===== config.mk =====
export PLATFORM = sky130hd
export DESIGN_NAME = word_shift_sched
export DESIGN_NICKNAME = d
export VERILOG_FILES = /design/src/rtl/word_shift_sched.sv
export SDC_FILE = /design/constraint.sdc
export NUM_CORES = 1
export LEC_CHECK = 0
export CAP_MARGIN = 30
export CELL_PAD_IN_SITES_DETAIL_PLACEMENT = 1
export CELL_PAD_IN_SITES_GLOBAL_PLACEMENT = 2
export CORE_UTILIZATION = 28
export CTS_BUF_LIST = sky130_fd_sc_hd__clkbuf_8
export DETAILED_ROUTE_END_ITERATION = 10
export PLACE_DENSITY = 0.86
export SYNTH_ARGS = -nofsm -noshare
export SYNTH_HDL_FRONTEND = slang
export SYNTH_SLANG_ARGS = --single-unit

===== constraint.sdc =====
create_clock -name clk -period 5.8 [get_ports clk]
set_clock_uncertainty 0.2 [all_clocks]
set_input_delay 1.16 -clock clk [delete_from_list [all_inputs] [get_ports clk]]
set_output_delay 1.16 -clock clk [all_outputs]
set_load 0.005 [all_outputs]

===== src/rtl/word_shift_sched.sv =====
// Round-robin scheduler for two requesters sharing one rotate/shift unit; one op in flight at a time.
// Iterative 1-bit datapath by default (latency amt+2); define WSS_BARREL_EN for a single-cycle barrel step (latency 2).
module word_shift_sched #(
  parameter int W     = 8,
  parameter int AMT_W = $clog2(W)
) (
  input  logic             clk,
  input  logic             rst,
  input  logic             req0_valid,
  output logic             req0_ready,
  input  logic [W-1:0]     req0_data,
  input  logic [AMT_W-1:0] req0_amt,
  input  logic [1:0]       req0_op,
  input  logic             req1_valid,
  output logic             req1_ready,
  input  logic [W-1:0]     req1_data,
  input  logic [AMT_W-1:0] req1_amt,
  input  logic [1:0]       req1_op,
  output logic             out_valid,
  input  logic             out_ready,
  output logic [W-1:0]     out_data,
  output logic             out_tag
);

  typedef enum logic [1:0] {IDLE, BUSY, DONE} state_t;

  state_t           state_q, state_d;
  logic [W-1:0]     data_q, data_d;
  logic [AMT_W-1:0] cnt_q, cnt_d;
  logic [1:0]       op_q, op_d;
  logic             tag_q, tag_d;
  logic             ptr_q, ptr_d;
  logic             grant0, grant1;

`ifdef WSS_BARREL_EN
  function automatic logic [W-1:0] barrel(input logic [W-1:0] x, input logic [1:0] op,
                                          input logic [AMT_W-1:0] n);
    int unsigned  sh;
    int unsigned  inv;
    logic [W-1:0] r;
    sh  = n;
    inv = W - sh;
    // inv==W shifts the wrap-around term out completely, so n=0 is identity
    case (op)
      2'b00:   r = (x >> sh) | (x << inv);
      2'b01:   r = (x << sh) | (x >> inv);
      2'b10:   r = x >> sh;
      default: r = W'($signed(x) >>> sh);
    endcase
    return r;
  endfunction
`else
  function automatic logic [W-1:0] step1(input logic [W-1:0] x, input logic [1:0] op);
    logic [W-1:0] r;
    case (op)
      2'b00:   r = {x[0], x[W-1:1]};
      2'b01:   r = {x[W-2:0], x[W-1]};
      2'b10:   r = {1'b0, x[W-1:1]};
      default: r = {x[W-1], x[W-1:1]};
    endcase
    return r;
  endfunction
`endif

  // Ties go to the requester named by the pointer
  assign grant0 = req0_valid & (~req1_valid | ~ptr_q);
  assign grant1 = req1_valid & (~req0_valid |  ptr_q);

  assign req0_ready = (state_q == IDLE) & ~rst & grant0;
  assign req1_ready = (state_q == IDLE) & ~rst & grant1;

  assign out_valid = (state_q == DONE);
  assign out_data  = data_q;
  assign out_tag   = tag_q;

  always_comb begin
    state_d = state_q;
    data_d  = data_q;
    cnt_d   = cnt_q;
    op_d    = op_q;
    tag_d   = tag_q;
    ptr_d   = ptr_q;
    case (state_q)
      IDLE: begin
        if (req0_ready | req1_ready) begin
          tag_d   = grant1;
          data_d  = grant1 ? req1_data : req0_data;
          cnt_d   = grant1 ? req1_amt  : req0_amt;
          op_d    = grant1 ? req1_op   : req0_op;
          ptr_d   = ~grant1;
          state_d = BUSY;
        end
      end
      BUSY: begin
`ifdef WSS_BARREL_EN
        data_d  = barrel(data_q, op_q, cnt_q);
        cnt_d   = '0;
        state_d = DONE;
`else
        if (cnt_q == '0) begin
          state_d = DONE;
        end else begin
          data_d = step1(data_q, op_q);
          cnt_d  = cnt_q - 1'b1;
        end
`endif
      end
      DONE: begin
        if (out_ready) state_d = IDLE;
      end
      default: state_d = IDLE;
    endcase
  end

  always_ff @(posedge clk or posedge rst) begin
    if (rst) begin
      state_q <= IDLE;
      data_q  <= '0;
      cnt_q   <= '0;
      op_q    <= '0;
      tag_q   <= 1'b0;
      ptr_q   <= 1'b0;
    end else begin
      state_q <= state_d;
      data_q  <= data_d;
      cnt_q   <= cnt_d;
      op_q    <= op_d;
      tag_q   <= tag_d;
      ptr_q   <= ptr_d;
    end
  end

endmodule


# After elaboration in Yosys (flattened, before gate mapping)
# Index checks and enable logic that the tools add are counted.
[totals] ff_bits=17 latchBits=0 ramBits=0 rom_bits=0 inputBits=31 wordCells=52 memories=0
[op_classes] addsub=1 multipliers=0 div=0 magnitude_cmp=0 n_eq_ne=9 shift=0 n_mux=14 n_bitwise=13 reduce_logical=8
[ops] op="$mux 8" n=3
[ops] op="$pmux 8 s3" n=1
[ops] op="$pmux 8 s2" n=1
[ops] op="$mux 3" n=3
[ops] op="$mux 2" n=4
[ops] op="$pmux 2 s3" n=1
[ops] op="$pmux 3 s2" n=1
[ops] op="$reduce_and 3->1" n=2
[ops] op="$and 1x1->1" n=5
[ops] op="$not 1->1" n=5
[ops] op="$eq 2x1->1 const B" n=2
[ops] op="$eq 2x2->1 const B" n=2
[ops] op="$logic_not 2->1" n=2
[ops] op="$ne 2x1->1 const B" n=2
[ops] op="$ne 2x2->1 const B" n=2
[ops] op="$ne 4x4->1 const B" n=1
[ops] op="$reduce_and 4->1" n=1
[ops] op="$logic_not 3->1" n=1
[ops] op="$or 1x1->1" n=3
[ops] op="$sub 3x1->3 const B" n=1
[ops] op="$reduce_and 2->1" n=1
[ops] op="$reduce_bool 2->1" n=1

# Logic depth before layout (Yosys ltp)
[logic_depth] word_depth=7 ltp_mapped=8 ltp_nobuf=6

# Worst setup path before layout
# OpenSTA, ideal clock, no wires.
[synth_timing] path_type="input to output" startpoint="input req0_valid" endpoint="output req1_ready" arrival_time_ns=1.727 setup_slack_ns=2.713 path_stages=4 path_cell_list="nand2b_1 -> nand2_1 -> buf_1 -> nor2_1"
[synth_via] elab_chain_cells=4
[synth_lines] element="start, declared" line_no="9" source="input logic req0_valid,"
[synth_lines] element="$not 1->1" line_no="67" source="assign grant1 = req1_valid & (~req0_valid | ptr_q);"
[synth_lines] element="$or 1x1->1" line_no="67"
[synth_lines] element="$and 1x1->1" line_no="67"
[synth_lines] element="$and 1x1->1" line_no="70" source="assign req1_ready = (state_q == IDLE) & ~rst & grant1;"
[synth_lines] element="end, declared" line_no="15" source="output logic req1_ready,"
# No other way between the ends.

# Final worst setup path
[layout_timing] startpoint="input req1_valid" endpoint="output req1_ready"
[layout_via] elab_chain_cells=2
[layout_lines] element="start, declared" line_no="14" source="input logic req1_valid,"
[layout_lines] element="$and 1x1->1" line_no="67"
[layout_lines] element="$and 1x1->1" line_no="70"
# No other way between the ends.

==> summary.txt <==
Worst setup path
  • Crit-path cells: clkdlybuf4s50_1, nand2_1, nor2_1, clkdlybuf4s50_1
  • Worst R2R End: cnt_q[0]
  • Worst path bufs/invs: 2
  • R2R Path Start: cnt_q[0]
  • Setup CP Type: input port to output port
  • CP delay by family, top: buffers and inverters
  • Flop2flop setup slack: between 3 and 4 ns
  • R2R depth: 6
  • Crit-path max cell delay: ~0.77 ns
  • Worst path slowest cell: clkdlybuf4s50_1
  • Arrival @ worst endpoint: 3.13 ns
  • Required time of the critical path: 4.44 ns
  • Crit Path Max Fanout: 15
  • Critical path launch point type: input port
  • Worst setup EP type: output port
  • Most used cell, CP: clkdlybuf4s50_1

GRT
  • First-pass GRT wire length: just under 6000 um
  • Gr usage total: 0.183
  • Largest net degree at the start of global routing: 19
  • Vias in the first global route: about 1200
  • Initial antenna violation count: 0
  • Overflow after GRT: 0

Run
  • Maxcap violations: 0

Synth
  • Syn avg cell area: roughly 9.3 sq um
  • Asr flop ratio synth: 1.00
  • Mapped cell area: 0.00114 sq mm
  • YS warnings: 0
  • Post-synth EDFFs: 0
  • Syn_nets: 159
  • Ys flop type: dfrtp_1
  • Synth Area in Simple Gates: 0.129
  • Yosys reg bits: 17
  • Post-Synthesis Cells: roughly 120
  • Compound-Gate Fraction of Synth Area: 0.318
  • Mux share of post-synthesis cell area: 0.0440
  • Post-synthesis xor/xnor area fraction: 0
  • Combinational family with the most area after synthesis: compound AO/OA/AOI/OAI gates
  • Synth unique cells: 31
  • Post-synthesis adder-cell area fraction: 0.0660
  • Register area share after synthesis: 0.374

Timing
  • Final Max Tran Viols: 0
  • Worst hold slack: 0.334 ns
  • Setup tns final: 0 ns
  • Fin crit period: ~4.5 ns
  • Relative slew margins: 0.515
  • Final period utilization: 0.774
  • Final setup violation count: 0
  • Fmax: roughly 0.22 GHz
  • Final hold violations: 0
  • RSZ-0062 raised after global routing: false
  • Slew @ Worst Pin: approximately 0.73 ns

Layout
  • Number of antenna diodes: 0
  • Layout cells sized above 1: 0.0500
  • P&R area growth vs syn: 42.0%
  • Final net count: slightly below 200
  • Final Instance Count excl. Fillers: approximately 210

CTS
  • Worst-path clk slew: approximately 0.07 ns
  • CTS tree: done
  • Root buf cell: clkbuf_8
  • CTS Sinks: 17
  • # hold bufs at CTS: 0
  • CTS Buffer Depth: 2
  • Worst skew pair latency: 0.25 ns
  • H-tree depth: 1
  • Post-CTS Resized: 0
  • Setup Buffers After CTS: 0
  • CTS Buf Count: 3

Min path
  • Hold EP: out_tag
  • Hold Path Class: register to register
  • Worst hold start: out_tag
  • Hold path cells: 2

Pwr
  • Net switching component of the power: approximately 0.00036 W
  • Final Total Pwr: 0.000823 W
  • P_int: around 0.00047 W
  • Peak VDD IR: ~0.0002 V
  • Pwr per Cell Area: 509 mW/mm^2
  • Sequential share of power: 0.294
  • Clock power frac: 0.112
  • Part of the power in combinational logic: 0.594
  • Sw Ratio: 0.435
  • Leakage: between 0.6 and 0.7 nW

Routing
  • Starting DRT DRC Count: 42
  • DRC Markers: 0
  • Wirelength per Cell: about 17 um
  • Final WL: 3480 um
  • Via density per instance: around 5.2
  • DRT Pass-1 Iters: 4
  • Routed vias: ~1100
  • Final ANT Viol Nets: 0

Floorplan
  • FP Rows: 22
  • Core Area: ~0.0038 sq mm
  • Die Span X: 65.7 um
  • Die area: between 0.004 and 0.005 sq mm
  • Die height: 65.7 um
  • Starting density of the core: 0.302
  • # IOs: 43

Placement
  • Dpl hpwl: between 2000 and 3000 um
  • Final GP Congestion: 0.780
  • IO Port Bufs: 42
  • Placed Cells: between 200 and 250

Status
  • Outcome: completed
-- worst register-to-register path: cells and delay by family (launching register included) --
kind	cells	cell delay (ns)
compound gates	2	0.73
fa+ha+maj	1	0.20
buf+inv	1	0.09
flops	1	0.40
mux	1	0.30
simple gates	1	0.29
-- through the flow --
| step | cell area, sq um | setup slack (ns) | utilization |
|---|---|---|---|
| 2_1_floorplan | 1140 | 2.71 | - |
| 3_3_place_gp | 1570 | 1.41 | 0.416 |
| 3_5_place_dp | 1570 | 1.31 | 0.416 |
| 4_1_cts | 1620 | 1.30 | 0.428 |
| 5_1_grt | 1620 | 1.14 | 0.428 |
| 6_report | 1620 | 1.31 | 0.428 |
-- routing by layer --
metal | routed length, um | up-vias | GRT usage
met5 | 0 | - | 0
met4 | 30 | 0 | 0.0217
met1 | 1600 | 515 | 0.244
met3 | 133 | 4 | 0.0417
met2 | 1720 | 27 | 0.307
li1 | - | 533 | -
-- cell type report --
class | count | area, sq um
timing repair buffer | 42 | 420
tap | 48 | 60.1
clock buffer | 3 | 41.3
multi-input combinational | 89 | 633
sequential | 17 | 425
clock inverter | 1 | 5.00
fill | 430 | 2160
inverter | 8 | 30.0
-- power by group through the flow --
stage	clock, W	combinational [W]	sequential (W)
5_1_grt	0.0000999	0.000550	0.000255
4_1_cts	0.0000956	0.000495	0.000243
6_report	0.0000925	0.000488	0.000242
3_3_place_gp	0	0.000467	0.000241
3_5_place_dp	0	0.000493	0.000246
2_1_floorplan	0	0.000347	0.000232
-- sequential cells by signal, indices dropped and copies added (netlist names) --
name      cells
op_q          2
cnt_q         3
out_tag       1
state_q       2
out_data      8
ptr_q         1
-- cells by family after synthesis --
group	after synthesis
compound gates	49
mux	5
simple gates	29
fa+ha+maj	6
buf+inv	16
flops	17
-- synthesized netlist by cell type (3+ instances only) --
| cell | instances | share of area |
|---|---|---|
| o31ai_2 | 3 | 0.033 |
| ha_1 | 6 | 0.066 |
| inv_1 | 8 | 0.026 |
| nor2_1 | 5 | 0.017 |
| a221oi_1 | 7 | 0.054 |
| a21boi_0 | 9 | 0.059 |
| mux2i_1 | 5 | 0.044 |
| nor2b_1 | 3 | 0.017 |
| clkbuf_1 | 5 | 0.017 |
| dfrtp_1 | 17 | 0.37 |
| o31ai_1 | 5 | 0.033 |
| nand2_1 | 11 | 0.036 |
| o21ai_0 | 5 | 0.022 |
| a31oi_1 | 11 | 0.061 |
-- cells in the final DEF, fill, tap and decap left out, types with 2 or more instances in the layout --
master	instances
clkdlybuf4s50_1	42
dfrtp_1	17
nand2_1	11
a31oi_1	11
a21boi_0	9
inv_1	8
a221oi_1	7
ha_1	6
nor2_1	5
mux2i_1	5
o21ai_0	5
o31ai_1	5
nor2b_1	3
o31ai_2	3
clkbuf_8	3
nand2b_1	2
or3_1	2
nor3_1	2
a21oi_1	2
o22ai_1	2
-- worst max-delay path by stage --
| stage | endpoint | from | slack [ns] | cells past startpoint |
|---|---|---|---|---|
| 6_report | req1_ready | req1_valid | 1.31 | 4 |
| 3_5_place_dp | req1_ready | req1_valid | 1.31 | 4 |
| 3_3_place_gp | req1_ready | req1_valid | 1.41 | 4 |
| 2_1_floorplan | req1_ready | req0_valid | 2.71 | 4 |
| 5_1_grt | req1_ready | req1_valid | 1.14 | 4 |
| 4_1_cts | req1_ready | req1_valid | 1.30 | 4 |
Power figures use the tool's default switching activity.
